**src/rtl/video_pkg.sv**
```systemverilog
// rtl/video_pkg.sv - shared video types and constants
// Holds the sprite-DMA state encoding and the PPU OAM register/length constants.
package video_pkg;

  typedef enum logic [2:0] {
    IDLE,
    HALT,
    ALIGN,
    READ,
    WRITE
  } oam_dma_state_t;

  localparam logic [2:0] C_PPU_REG_OAMDATA = 3'd4;
  localparam int C_OAM_LENGTH = 256;

endpackage

```
**src/rtl/oam_dma.sv**
```systemverilog
// rtl/oam_dma.sv - sprite DMA: copies one CPU page into PPU OAMDATA while halting the CPU
// Optional I_abort input and early-exit paths are built when OAM_DMA_ABORT_EN is defined.
module oam_dma
  import video_pkg::*;
#(
  parameter logic [2:0] P_oamdata_reg = C_PPU_REG_OAMDATA,
  parameter int         P_length      = C_OAM_LENGTH
) (
  input  logic        I_clock,
  input  logic        I_reset,
  input  logic        I_tick,
  input  logic        I_start,
  input  logic [7:0]  I_page,
  output logic        O_rdy,
  output logic        O_busy,
  output logic [15:0] O_bus_addr,
  output logic        O_bus_rden,
  input  logic [7:0]  I_bus_data,
  output logic [2:0]  O_host_addr,
  output logic        O_host_wren,
  output logic [7:0]  O_host_data
`ifdef OAM_DMA_ABORT_EN
  ,
  input  logic        I_abort
`endif
);

  localparam int CW = $clog2(P_length);
  localparam logic [CW-1:0] LAST = CW'(P_length - 1);

  oam_dma_state_t state, state_next;
  logic           parity;
  logic [7:0]     page;
  logic [CW-1:0]  count;
  logic [7:0]     data;
  logic [2:0]     host_addr_q;
  logic [15:0]    addr_hold;
  logic [15:0]    read_addr;
  logic           abort;

`ifdef OAM_DMA_ABORT_EN
  assign abort = I_abort;
`else
  assign abort = 1'b0;
`endif

  // The low byte never carries into the page, so page $FF stays within $FF00-$FFFF.
  assign read_addr = {page, 8'(count)};

  always_ff @(posedge I_clock or negedge I_reset) begin
    if (!I_reset) begin
      state <= IDLE;
    end else if (I_tick) begin
      state <= state_next;
    end
  end

  always_comb begin
    state_next = state;
    case (state)
      IDLE:    if (I_start) state_next = HALT;
      HALT:    state_next = abort ? IDLE : (parity ? ALIGN : READ);
      ALIGN:   state_next = abort ? IDLE : READ;
      READ:    state_next = abort ? IDLE : WRITE;
      WRITE:   state_next = (abort || count == LAST) ? IDLE : READ;
      default: state_next = IDLE;
    endcase
  end

  always_comb begin
    O_rdy       = (state == IDLE);
    O_busy      = (state != IDLE);
    O_bus_rden  = (state == READ);
    O_host_wren = (state == WRITE) && I_tick;
    O_bus_addr  = (state == READ) ? read_addr : addr_hold;
    O_host_addr = host_addr_q;
    O_host_data = data;
  end

  always_ff @(posedge I_clock or negedge I_reset) begin
    if (!I_reset) begin
      parity      <= 1'b0;
      page        <= 8'h00;
      count       <= '0;
      data        <= 8'h00;
      host_addr_q <= 3'd0;
      addr_hold   <= 16'h0000;
    end else begin
      if (state == READ) addr_hold <= read_addr;
      if (I_tick) begin
        parity <= ~parity;
        case (state)
          IDLE: if (I_start) begin
            page  <= I_page;
            count <= '0;
          end
          READ: if (!abort) begin
            data        <= I_bus_data;
            host_addr_q <= P_oamdata_reg;
          end
          WRITE: if (!abort && count != LAST) count <= count + CW'(1);
          default: ;
        endcase
      end
    end
  end

endmodule

```
**config.mk**
```make
export PLATFORM = sky130hd
export DESIGN_NAME = oam_dma
export DESIGN_NICKNAME = d
export VERILOG_FILES = /design/src/rtl/video_pkg.sv /design/src/rtl/oam_dma.sv
export SDC_FILE = /design/constraint.sdc
export NUM_CORES = 1
export LEC_CHECK = 0
export BUFFER_PORTS_ARGS = -buffer_cell sky130_fd_sc_hd__buf_2
export CAP_MARGIN = 20
export CORE_ASPECT_RATIO = 0.9
export CORE_MARGIN = 2
export CORE_UTILIZATION = 55
export DETAILED_ROUTE_END_ITERATION = 10
export PLACE_DENSITY = 0.8
export RECOVER_POWER = 100
export SYNTH_ARGS = -nofsm -noshare
export SYNTH_HDL_FRONTEND = slang
export SYNTH_SLANG_ARGS = --single-unit
```
**constraint.sdc**
```tcl
create_clock -name I_clock -period 3.2 [get_ports I_clock]
set_clock_uncertainty 0.05 [all_clocks]
set_input_delay 0.48 -clock I_clock [delete_from_list [all_inputs] [get_ports I_clock]]
set_output_delay 0.48 -clock I_clock [all_outputs]
set_load 0.005 [all_outputs]
```
==> summary.md, run 1 <==
| Metric | Value |
|---|---|
| Outcome | finished with violations |
| Violated checks | capacitance limit, slew limit |
| Part of the power in combinational logic | 0.323 |
| Largest family of logic cells by synthesized area | simple AND/OR/NAND/NOR gates |
| Filler instances | 294 |
| Count of final max-slew check failures | 46 |
| Antenna violations before repair | 0 |
| Switching share of power | 0.353 |
| Area growth syn-to-layout | 13.9% |
| Switching power | 0.000674 W |
| Worst endpoint required time | 2.67 ns |
| Max capacitance violation total | 1 |
| TritonCTS clock tree | built |
| Count of hold buffers inserted by post-cts repair | 0 |
| Final Wtd Congestion | 0.777 |
| Insertion delay of the later-clocked pin in the worst-skew pair | 0.30 ns |
| Count of vias placed by the detailed router | 1421 |
| Dominant cell by count in the synthesized netlist | sky130_fd_sc_hd__dfrtp_1 |
| Most instantiated flip-flop cell in the synthesis netlist | sky130_fd_sc_hd__dfrtp_1 |
| Cell at the root of the clock tree | sky130_fd_sc_hd__clkbuf_8 |
| Number of distinct library cells after synthesis | 37 |
| Startpoint-to-endpoint class of the critical path | flip-flop to output pin |
| Worst-path maximum fanout | 21 |
| Syn Std Cell Area | 0.00194 sq mm |
| Initial standard-cell utilization of the core | 0.575 |
| Wire length per cell after detailed routing | 13.3 microns |
| Worst min path class | primary input to flip-flop |
| Via density per instance | 5.30 |
| Design Power | 0.00191 W |
| Leakage Power | 1.07 nW |
| # diodes | 0 |
| TritonCTS buffer count | 5 |
| Cell Chain, Critical Path | inv_1, nand3_1, inv_2, nand2_1, nand2_1, clkbuf_1 |
| Final Critical Period | 2.78 ns |
| Master of the slowest instance on the critical path | sky130_fd_sc_hd__nand3_1 |
| Final clock period utilization by the worst path | 0.868 |
| Slew margin rel. | -0.532 |
| Xor and xnor fraction of the mapped netlist area | 0.00451 |
| Complex-gate fraction of the synthesized area | 0.0844 |
| Fraction of power consumed by sequential logic | 0.494 |
| Placeable core region | 0.00338 sq mm |
| Largest net degree at the start of global routing | 46 |
| Startpoint type of the worst setup path | flip-flop |
| Warning count from the yosys run | 0 |
| Vertical extent of the die | 60.4 microns |
| Most instantiated cells after synthesis | sky130_fd_sc_hd__dfrtp_1, sky130_fd_sc_hd__nand2_1, sky130_fd_sc_hd__o21ai_0 |
| Area share of the leading cell type in the synthesized netlist | 0.580 |
| Max Freq | 360 MHz |
| Flip-flop and latch count after synthesis | 45 |
| Finished layout cell area | 0.00221 sq mm |
| Post-synthesis cell type with the largest combined area | sky130_fd_sc_hd__dfrtp_1 |
| I/O Pins | 51 |
| Cell Area, Placed | 0.00219 sq mm |
| Cell internal power dissipation | 0.00124 W |
| Global route total overflow | 0 |
| Post-Syn Instances | 175 |
| Final hold slack | 0.341 ns |
| Synth Area in Simple Gates | 0.168 |
| Peak supply drop | 0.000503 V |
| Data arrival at the endpoint of the critical path | 2.25 ns |
| Via count of the first global-routing pass | 1288 |
| Unrepaired setup endpoints after global routing | no |
| Hold Vio Cnt, Final | 0 |
| Clock share of power | 0.183 |
| Sequential element share of the synthesized area | 0.580 |
| Count of port buffers added during placement | 48 |
| Mean instance size in the synthesized netlist | 11.1 sq um |
| Clock-pin transition on the worst setup and hold timing paths | 0.09 ns |
| Number of synthesized flops with an enable pin | 0 |
| Antenna violation net count after detailed routing | 0 |
| Most area-consuming cells after synthesis | sky130_fd_sc_hd__dfrtp_1, sky130_fd_sc_hd__nand2_1, sky130_fd_sc_hd__mux2_4 |
| Die Footprint | 0.00402 sq mm |
| Share of cells above drive strength 1 | 0.214 |
| Post-route DRC violation count | 0 |
| Slew @ Worst Pin | 2.30 ns |
| Critical path's most frequent cell | sky130_fd_sc_hd__nand2_1 |
| Power per Cell Area | 864 mW/mm^2 |
| End-of-flow core utilization | 0.654 |
| CP delay by family, top | buffers and inverters |
| Buffer count from post-CTS setup fixing | 0 |
| GRT Total Usage | 0.203 |
| Crit path buf inv count | 3 |
| Proportion of register bits with asynchronous set or reset after synthesis | 1.00 |
| TritonCTS sink count | 45 |
| First-pass GRT wire length | 5990 microns |
| Number of setup violations in the final report | 0 |
| Total wire length after detailed routing | 3560 microns |
| Violation count after the first detailed-routing iteration | 114 |
| Share of cell area taken by muxes after synthesis | 0.113 |
| Highest cell delay on the worst timing path | 0.55 ns |
| Post-CTS Resized | 0 |
| Number of nets in the finished design | 244 |
| Maximum level of the CTS H-tree | 2 |
| HPWL after detailed placement | 2440 microns |
| Deepest clock path buffer count | 2 |
| Die extent in x | 66.6 microns |
| Type of destination of the critical path | output pin |
| FP Rows | 20 |
| Setup TNS | 0 ns |
| Synth Area in Adders | 0.00644 |
| Number of iterations in the first detailed-routing pass | 4 |
==> power groups by stage <==
stage | Clock [W] | Sequential [W] | Combinational [W]
after global placement | 0 | 0.000955 | 0.000694
after detailed placement | 0 | 0.000955 | 0.000704
final | 0.000350 | 0.000944 | 0.000617
after CTS | 0.000359 | 0.000951 | 0.000706
after global routing | 0.000389 | 0.000979 | 0.000713
after floorplan | 0 | 0.000919 | 0.000477
==> registers in the layout, indices dropped and copies added (netlist names) <==
| signal | cells |
|---|---|
| parity | 1 |
| O_host_addr | 1 |
| state | 3 |
| count | 8 |
| O_host_data | 8 |
| page | 8 |
| addr_hold | 16 |
==> cell type report <==
class                   instances  area (sq um)  share of cell area
flip-flops and latches         45          1130               0.509
multi-input cells             115           691               0.312
repair buffers                 48           218              0.0985
clock buffers                   5          68.8              0.0311
well taps                      44          55.1              0.0249
inverters                       8          30.0              0.0136
clock inverters                 3          22.5              0.0102
==> metrics by stage <==
stage,worst slack [ns],cells
5_1_grt,0.177,268
3_5_place_dp,0.765,260
2_1_floorplan,1.54,176
6_report,0.422,268
3_3_place_gp,0.789,260
4_1_cts,0.422,268
==> placed cells by master, fill, tap and decap left out, types with 2 or more instances in the layout <==
master	instances
sky130_fd_sc_hd__nand2b_1	3
sky130_fd_sc_hd__nand3_1	4
sky130_fd_sc_hd__mux2_1	8
sky130_fd_sc_hd__nor3_1	4
sky130_fd_sc_hd__mux2_4	2
sky130_fd_sc_hd__dfrtp_1	45
sky130_fd_sc_hd__o21ai_0	10
sky130_fd_sc_hd__buf_2	30
sky130_fd_sc_hd__conb_1	2
sky130_fd_sc_hd__clkinvlp_4	3
sky130_fd_sc_hd__nor2_1	4
sky130_fd_sc_hd__clkbuf_1	18
sky130_fd_sc_hd__a31oi_1	4
sky130_fd_sc_hd__mux2_2	6
sky130_fd_sc_hd__and3_1	2
sky130_fd_sc_hd__a21oi_1	4
sky130_fd_sc_hd__nand2_1	44
sky130_fd_sc_hd__o211ai_1	5
sky130_fd_sc_hd__clkbuf_8	5
sky130_fd_sc_hd__inv_1	7
==> worst reg2reg max path: stages, from the launching register on <==
cell and delay, ns:
sky130_fd_sc_hd__dfrtp_1 0.45, sky130_fd_sc_hd__inv_1 0.20, sky130_fd_sc_hd__nand3_1 0.55, sky130_fd_sc_hd__inv_2 0.45, sky130_fd_sc_hd__nand2_1 0.32, sky130_fd_sc_hd__mux2_1 0.40
==> logic make-up (layout without fill, tap and decap cells) <==
| logic type | after synthesis | count (layout) |
|---|---|---|
| flip-flops | 45 | 45 |
| multiplexers | 17 | 17 |
| adder cells (fa/ha/maj) | 1 | 1 |
| AO/OA/AOI/OAI | 27 | 27 |
| other | 1 | 2 |
| XOR/XNOR | 1 | 1 |
| buffers and inverters | 16 | 64 |
| AND/OR/NAND/NOR | 67 | 67 |
==> per-layer routing <==
| layer | vias to the layer above | wire [microns] | global-route usage |
|---|---|---|---|
| li1 | 684 | - | - |
| met1 | 677 | 1680 | 0.295 |
| met2 | 53 | 1570 | 0.296 |
| met3 | 7 | 260 | 0.0538 |
| met4 | 0 | 44 | 0.0787 |
| met5 | - | 0 | 0 |
==> final timing paths <==
check,from,endpoint,slack [ns],depth (start not counted)
max,state[2],O_bus_addr[3],0.42,6
min,I_bus_data[6],O_host_data[6],0.34,2
max reg2reg,state[2],O_host_data[7],0.67,5
min reg2reg,parity,parity,0.42,1
max in group asynchronous,I_reset,page[2],0.98,1
min in group asynchronous,I_reset,addr_hold[7],0.82,1
No activity file was read; power rests on OpenSTA's default activity.
==> inputs of run 2 (changes only) <==
CORE_UTILIZATION = 45   (was 55)
PLACE_DENSITY = 0.78   (was 0.8)
clock period = 3.35 ns   (was 3.2 ns; I/O delays follow)
==> run 2 against run 1 <==
Final cell count rose by 1.5%. Hold slack gained 0.018 ns. Largest cell class unchanged. Core utilization shrank 11 points. Largest power group unchanged. Highest routed layer unchanged. Die area is 21% higher. The run still ends with capacitance limit, slew limit left. Flip-flop and latch count unchanged. Register-to-register slack improved by 0.12 ns. Via count decreased by 3.7%.
==> summary.md, run 2 (synthesis results as in run 1) <==
| Metric | Value |
|---|---|
| Peak supply drop | 0.000419 V (-17%) |
| GRT Total Usage | 0.163 (-0.0401) |
| First-pass GRT wire length | 5860 microns (-2.2%) |
| Worst min path class | primary input to flip-flop |
| Largest net degree at the start of global routing | 46 (unchanged) |
| Startpoint-to-endpoint class of the critical path | flip-flop to output pin |
| HPWL after detailed placement | 2490 microns (+1.9%) |
| Worst R2R Path Depth | 5 (unchanged) |
| Highest cell delay on the worst timing path | 0.58 ns (+0.03 ns) |
| Slew @ Worst Pin | 2.27 ns (-0.0293 ns) |
| Most common cell after layout, fill and taps aside | sky130_fd_sc_hd__dfrtp_1 |
| TritonCTS clock tree | built |
| FP Rows | 22 (+10%) |
| Met1 Usage GRT | 0.225 (-0.0702) |
| Wire length per cell after detailed routing | 13.0 microns (-2.5%) |
| Fraction of power consumed by sequential logic | 0.487 (-0.007) |
| TritonCTS buffer count | 5 (unchanged) |
| Deepest clock path buffer count | 2 (unchanged) |
| Hold Vio Cnt, Final | 0 (unchanged) |
| Post-CTS Resized | 0 (unchanged) |
| Die Footprint | 0.00486 sq mm (+21%) |
| Slew margin rel. | -0.513 (+0.0195) |
| Antenna violation net count after detailed routing | 0 (unchanged) |
| Register with the most flip-flops | addr_hold |
| Startpoint type of the worst setup path | flip-flop |
| Final Critical Period | 2.86 ns |
| Final Wtd Congestion | 0.770 (-0.94%) |
| Clock-pin transition on the worst setup and hold timing paths | 0.09 ns (about the same) |
| Initial standard-cell utilization of the core | 0.473 (-0.101) |
| Area growth syn-to-layout | 14.8% |
| Worst endpoint required time | 2.80 ns (+0.13 ns) |
| Max capacitance violation total | 1 (unchanged) |
| Max reg flops | 16 (unchanged) |
| Count of final max-slew check failures | 46 (unchanged) |
| I/O Pins | 51 (unchanged) |
| Leakage Power | 1.10 nW (+3.0%) |
| Vertical extent of the die | 66.3 microns (+9.9%) |
| Critical path's most frequent cell | sky130_fd_sc_hd__nand2_1 |
| Setup TNS | 0 ns (unchanged) |
| Outcome | finished with violations |
| Placeable core region | 0.00410 sq mm (+21%) |
| Buffer count from post-CTS setup fixing | 0 (unchanged) |
| Number of setup violations in the final report | 0 (unchanged) |
| Global routing usage on met3 | 0.0610 (+0.00717) |
| Number of iterations in the first detailed-routing pass | 4 (unchanged) |
| Master of the slowest instance on the critical path | sky130_fd_sc_hd__nand3_1 |
| Area occupied by multi-input gates | 691 sq um (unchanged) |
| Design Power | 0.00184 W (-3.5%) |
| Post-route DRC violation count | 0 (unchanged) |
| Insertion delay of the later-clocked pin in the worst-skew pair | 0.31 ns (about the same) |
| Worst-path maximum fanout | 21 (unchanged) |
| Maximum level of the CTS H-tree | 2 (unchanged) |
| Count of hold buffers inserted by post-cts repair | 0 (unchanged) |
| Cell at the root of the clock tree | sky130_fd_sc_hd__clkbuf_8 |
| # diodes | 0 (unchanged) |
| Global route total overflow | 0 (unchanged) |
| Hold-critical path depth | 2 (unchanged) |
| Total wire length after detailed routing | 3530 microns (-1.0%) |
| Number of nets in the finished design | 244 (unchanged) |
| Most Used Layer, Global Route | met2 |
| Power per Cell Area | 828 mW/mm^2 (-4.2%) |
| Part of the power in combinational logic | 0.328 (+0.005) |
| Cell internal power dissipation | 0.00120 W (-3.3%) |
| Count of port buffers added during placement | 48 (unchanged) |
| Met2 global-route usage | 0.231 (-0.0649) |
| Antenna violations before repair | 0 (unchanged) |
| TritonCTS sink count | 45 (unchanged) |
| Final clock period utilization by the worst path | 0.854 |
| Via count of the first global-routing pass | 1270 (-1.4%) |
| Violation count after the first detailed-routing iteration | 110 (-3.5%) |
| Max Freq | 350 MHz |
| Leading cell types in the layout, fill and taps excluded | sky130_fd_sc_hd__dfrtp_1, sky130_fd_sc_hd__nand2_1, sky130_fd_sc_hd__buf_2 |
| Via density per instance | 5.03 (-5.1%) |
| Area occupied by registers | 0.00113 sq mm (unchanged) |
| Violated checks | capacitance limit, slew limit |
| Share of cells above drive strength 1 | 0.250 (+0.0357) |
| Die extent in x | 73.2 microns (+9.9%) |
| Switching power | 0.000649 W (-3.8%) |
| Switching share of power | 0.352 (-0.00115) |
| Filler instances | 385 (+31%) |
| Cell Chain, Critical Path | inv_1, nand3_1, inv_2, nand2_1, nand2_1, clkbuf_1 |
| Clock share of power | 0.185 (+0.002) |
| Unrepaired setup endpoints after global routing | no |
| Count of vias placed by the detailed router | 1369 (-3.7%) |
| Type of destination of the critical path | output pin |
| Data arrival at the endpoint of the critical path | 2.31 ns (+0.06 ns) |
run 2: power by group through the flow:
stage	Sequential (W)	Clock, W	Combinational [W]
6_report	0.000898	0.000342	0.000605
5_1_grt	0.000928	0.000381	0.000689
4_1_cts	0.000905	0.000350	0.000683
3_5_place_dp	0.000913	0	0.000682
3_3_place_gp	0.000910	0	0.000662
2_1_floorplan	0.000878	0	0.000455
run 2: cell type report:
class,count,share of cell area
Timing Repair Buffer,48,0.102
Clock buffer,5,0.0309
Tap cell,48,0.0270
Clock inverter,3,0.0112
Multi-Input combinational cell,115,0.310
Inverter,8,0.0135
Sequential cell,45,0.505
run 2: final timing paths:
| check | start | end | slack [ns] |
|---|---|---|---|
| hold reg to reg | addr_hold[0] | addr_hold[0] | 0.43 |
| setup / recovery | state[2] | O_bus_addr[15] | 0.49 |
| min in group asynchronous | I_reset | page[0] | 0.82 |
| max in group asynchronous | I_reset | O_host_data[7] | 1.14 |
| hold / removal | I_page[5] | page[5] | 0.36 |
| setup reg to reg | state[2] | O_host_data[7] | 0.79 |
run 2: layer usage:
metal / routed length (microns) / up-vias
li1: - / 683
met1: 1650 / 645
met2: 1630 / 37
met3: 199 / 4
met4: 48 / 0
met5: 0 / -
run 2: critical path: cells and delay by family, from the launching register on:
family	cells	cell delay (ns)
buffers and inverters	3	0.80
and+or+nand+nor	3	0.76
DFF	1	0.45
run 2: stage by stage:
step | worst slack [ns] | cells | util | hold slack (ns) | instance area (sq um)
2_1_floorplan | 1.67 | 176 | - | 0.157 | 1950
3_3_place_gp | 0.936 | 264 | 0.535 | 0.402 | 2200
3_5_place_dp | 0.843 | 264 | 0.535 | 0.407 | 2200
4_1_cts | 0.510 | 272 | 0.558 | 0.330 | 2290
5_1_grt | 0.263 | 272 | 0.543 | 0.345 | 2230
6_report | 0.490 | 272 | 0.543 | 0.359 | 2230
==> inputs of run 3 (changes only) <==
PLACE_DENSITY = 0.81   (was 0.78)
==> run 3 against run 2 <==
Flip-flop and latch count unchanged. Count of clock-buffer cells in the layout grew 1. Critical path depth stayed put. Sequential share of layout area increased by 0.057 points. Die area stayed put. Register-to-register slack got worse by 0.02 ns. The flow still finishes with violations (capacitance limit, slew limit). First-iteration DRC count shrank 29%. Global-route usage rose by 0.49 points. Total power increased by 0.47%. Final cell count unchanged. Maximum frequency rose by 0.78%.
==> summary.md, run 3 (synthesis results as in run 1) <==
| Metric | Value |
|---|---|
| TritonCTS sink count | 45 (unchanged) |
| Share of cells above drive strength 1 | 0.232 (-0.0179) |
| Data arrival at the endpoint of the critical path | 2.29 ns (-0.02 ns) |
| TritonCTS buffer count | 5 (unchanged) |
| Number of nets in the finished design | 244 (unchanged) |
| Area occupied by registers | 0.00113 sq mm (unchanged) |
| Count of vias placed by the detailed router | 1409 (+2.9%) |
| Post-route DRC violation count | 0 (unchanged) |
| Number of setup violations in the final report | 0 (unchanged) |
| Die extent in x | 73.2 microns (unchanged) |
| Cell Chain, Critical Path | inv_1, nand3_1, inv_2, nand2_1, nand2_1, clkbuf_1 |
| Count of port buffers added during placement | 48 (unchanged) |
| Placeable core region | 0.00410 sq mm (unchanged) |
| Leakage Power | 1.10 nW (-0.27%) |
| Slew margin rel. | -0.535 (-0.0224) |
| Wire length per cell after detailed routing | 13.4 microns (+3.5%) |
| Max Freq | 352 MHz (+0.78%) |
| Hold Vio Cnt, Final | 0 (unchanged) |
| Max capacitance violation total | 1 (unchanged) |
| Met2 global-route usage | 0.255 (+0.0236) |
| Post-CTS Resized | 0 (unchanged) |
| Master of the slowest instance on the critical path | sky130_fd_sc_hd__nand3_1 |
| Max reg flops | 16 (unchanged) |
| Die Footprint | 0.00486 sq mm (unchanged) |
| Most common cell after layout, fill and taps aside | sky130_fd_sc_hd__dfrtp_1 |
| FP Rows | 22 (unchanged) |
| Unrepaired setup endpoints after global routing | no |
| GRT Total Usage | 0.168 (+0.00494) |
| Area occupied by multi-input gates | 691 sq um (unchanged) |
| Worst min path class | primary input to flip-flop |
| Insertion delay of the later-clocked pin in the worst-skew pair | 0.30 ns (about the same) |
| Type of destination of the critical path | output pin |
| Startpoint type of the worst setup path | flip-flop |
| Highest cell delay on the worst timing path | 0.56 ns (-0.02 ns) |
| Buffer count from post-CTS setup fixing | 0 (unchanged) |
| CP delay by family, top | buffers and inverters |
| HPWL after detailed placement | 2600 microns (+4.3%) |
| Global route total overflow | 0 (unchanged) |
| Antenna violation net count after detailed routing | 0 (unchanged) |
| Violation count after the first detailed-routing iteration | 78 (-29%) |
| First-pass GRT wire length | 6140 microns (+4.8%) |
| Violated checks | capacitance limit, slew limit |
| Maximum level of the CTS H-tree | 2 (unchanged) |
| Number of iterations in the first detailed-routing pass | 4 (unchanged) |
| # diodes | 0 (unchanged) |
| Via density per instance | 5.18 (+2.9%) |
| Global routing usage on met3 | 0.0457 (-0.0152) |
| TritonCTS clock tree | built |
| Critical path's most frequent cell | sky130_fd_sc_hd__nand2_1 |
| Setup TNS | 0 ns (unchanged) |
| Via count of the first global-routing pass | 1351 (+6.4%) |
| Register with the most flip-flops | addr_hold |
| Largest net degree at the start of global routing | 46 (unchanged) |
| Placed cell count | 264 (unchanged) |
| Cell at the root of the clock tree | sky130_fd_sc_hd__clkbuf_8 |
| Worst endpoint required time | 2.80 ns (about the same) |
| Deepest clock path buffer count | 2 (unchanged) |
| Initial standard-cell utilization of the core | 0.473 (unchanged) |
| Total wire length after detailed routing | 3650 microns (+3.5%) |
| Count of final max-slew check failures | 46 (unchanged) |
| Leading cell types in the layout, fill and taps excluded | sky130_fd_sc_hd__dfrtp_1, sky130_fd_sc_hd__nand2_1, sky130_fd_sc_hd__buf_2 |
| Clock-pin transition on the worst setup and hold timing paths | 0.07 ns (-0.02 ns) |
| Peak supply drop | 0.000399 V (-4.8%) |
| Final Critical Period | 2.84 ns (-0.0221 ns) |
| Startpoint-to-endpoint class of the critical path | flip-flop to output pin |
| I/O Pins | 51 (unchanged) |
| Worst-path maximum fanout | 21 (unchanged) |
| Crit path buf inv count | 3 (unchanged) |
| Slew @ Worst Pin | 2.30 ns (+0.0337 ns) |
| Met1 Usage GRT | 0.217 (-0.00831) |
| Count of hold buffers inserted by post-cts repair | 0 (unchanged) |
| Area growth syn-to-layout | 14.6% |
| Filler instances | 382 (-0.78%) |
| Outcome | finished with violations |
| Antenna violations before repair | 0 (unchanged) |
| Vertical extent of the die | 66.3 microns (unchanged) |
| Power per Cell Area | 833 mW/mm^2 (+0.58%) |
| Post-route non-filler standard cell count | 272 (unchanged) |
| Most Used Layer, Global Route | met2 |
| Final clock period utilization by the worst path | 0.847 (-0.00661) |
| Final Wtd Congestion | 0.803 (+4.4%) |
## run 3: final timing paths
| kind | cells after the start | endpoint | start | slack [ns] |
|---|---|---|---|---|
| setup / recovery | 6 | O_bus_addr[8] | state[2] | 0.51 |
| hold / removal | 2 | O_host_data[6] | I_bus_data[6] | 0.37 |
| setup reg to reg | 5 | O_host_data[7] | state[2] | 0.77 |
| hold reg to reg | 1 | O_host_addr[2] | O_host_addr[2] | 0.43 |
| max in group asynchronous | 1 | addr_hold[10] | I_reset | 1.10 |
| min in group asynchronous | 1 | addr_hold[6] | I_reset | 0.84 |
## run 3: layout make-up
type | instances | area share
clock inverters | 2 | 0.00618
multi-input cells | 115 | 0.310
inverters | 8 | 0.0135
clock buffers | 6 | 0.0371
well taps | 48 | 0.0270
flip-flops and latches | 45 | 0.506
repair buffers | 48 | 0.100
## run 3: metrics by stage
stage	instance area (sq um)	utilization	power (W)	worst slack [ns]	hold slack (ns)
5_1_grt	2230	0.543	0.00200	0.269	0.349
4_1_cts	2290	0.559	0.00196	0.522	0.336
2_1_floorplan	1950	-	0.00133	1.67	0.157
3_5_place_dp	2200	0.535	0.00160	0.863	0.402
6_report	2230	0.543	0.00185	0.512	0.366
3_3_place_gp	2200	0.535	0.00158	0.911	0.401
## run 3: worst reg2reg max path: stages (launching register included)
cell,delay (ns)
sky130_fd_sc_hd__dfrtp_1,0.44
sky130_fd_sc_hd__inv_1,0.21
sky130_fd_sc_hd__nand3_1,0.56
sky130_fd_sc_hd__inv_2,0.47
sky130_fd_sc_hd__nand2_1,0.33
sky130_fd_sc_hd__mux2_1,0.40
## run 3: metal layers
metal	up-vias	wire [microns]	part of all wire
met5	-	0	0
met4	0	82	0.022
met3	7	197	0.054
met2	38	1630	0.45
met1	680	1740	0.48
li1	684	-	-
## run 3: power by group
group | leakage [nW] | switching, W | total (W) | internal [W]
Combinational | 0.481 | 0.000323 | 0.000603 | 0.000280
Clock | 0.0512 | 0.000181 | 0.000348 | 0.000167
Sequential | 0.568 | 0.000141 | 0.000902 | 0.000762
Total | 1.10 | 0.000644 | 0.00185 | 0.00121
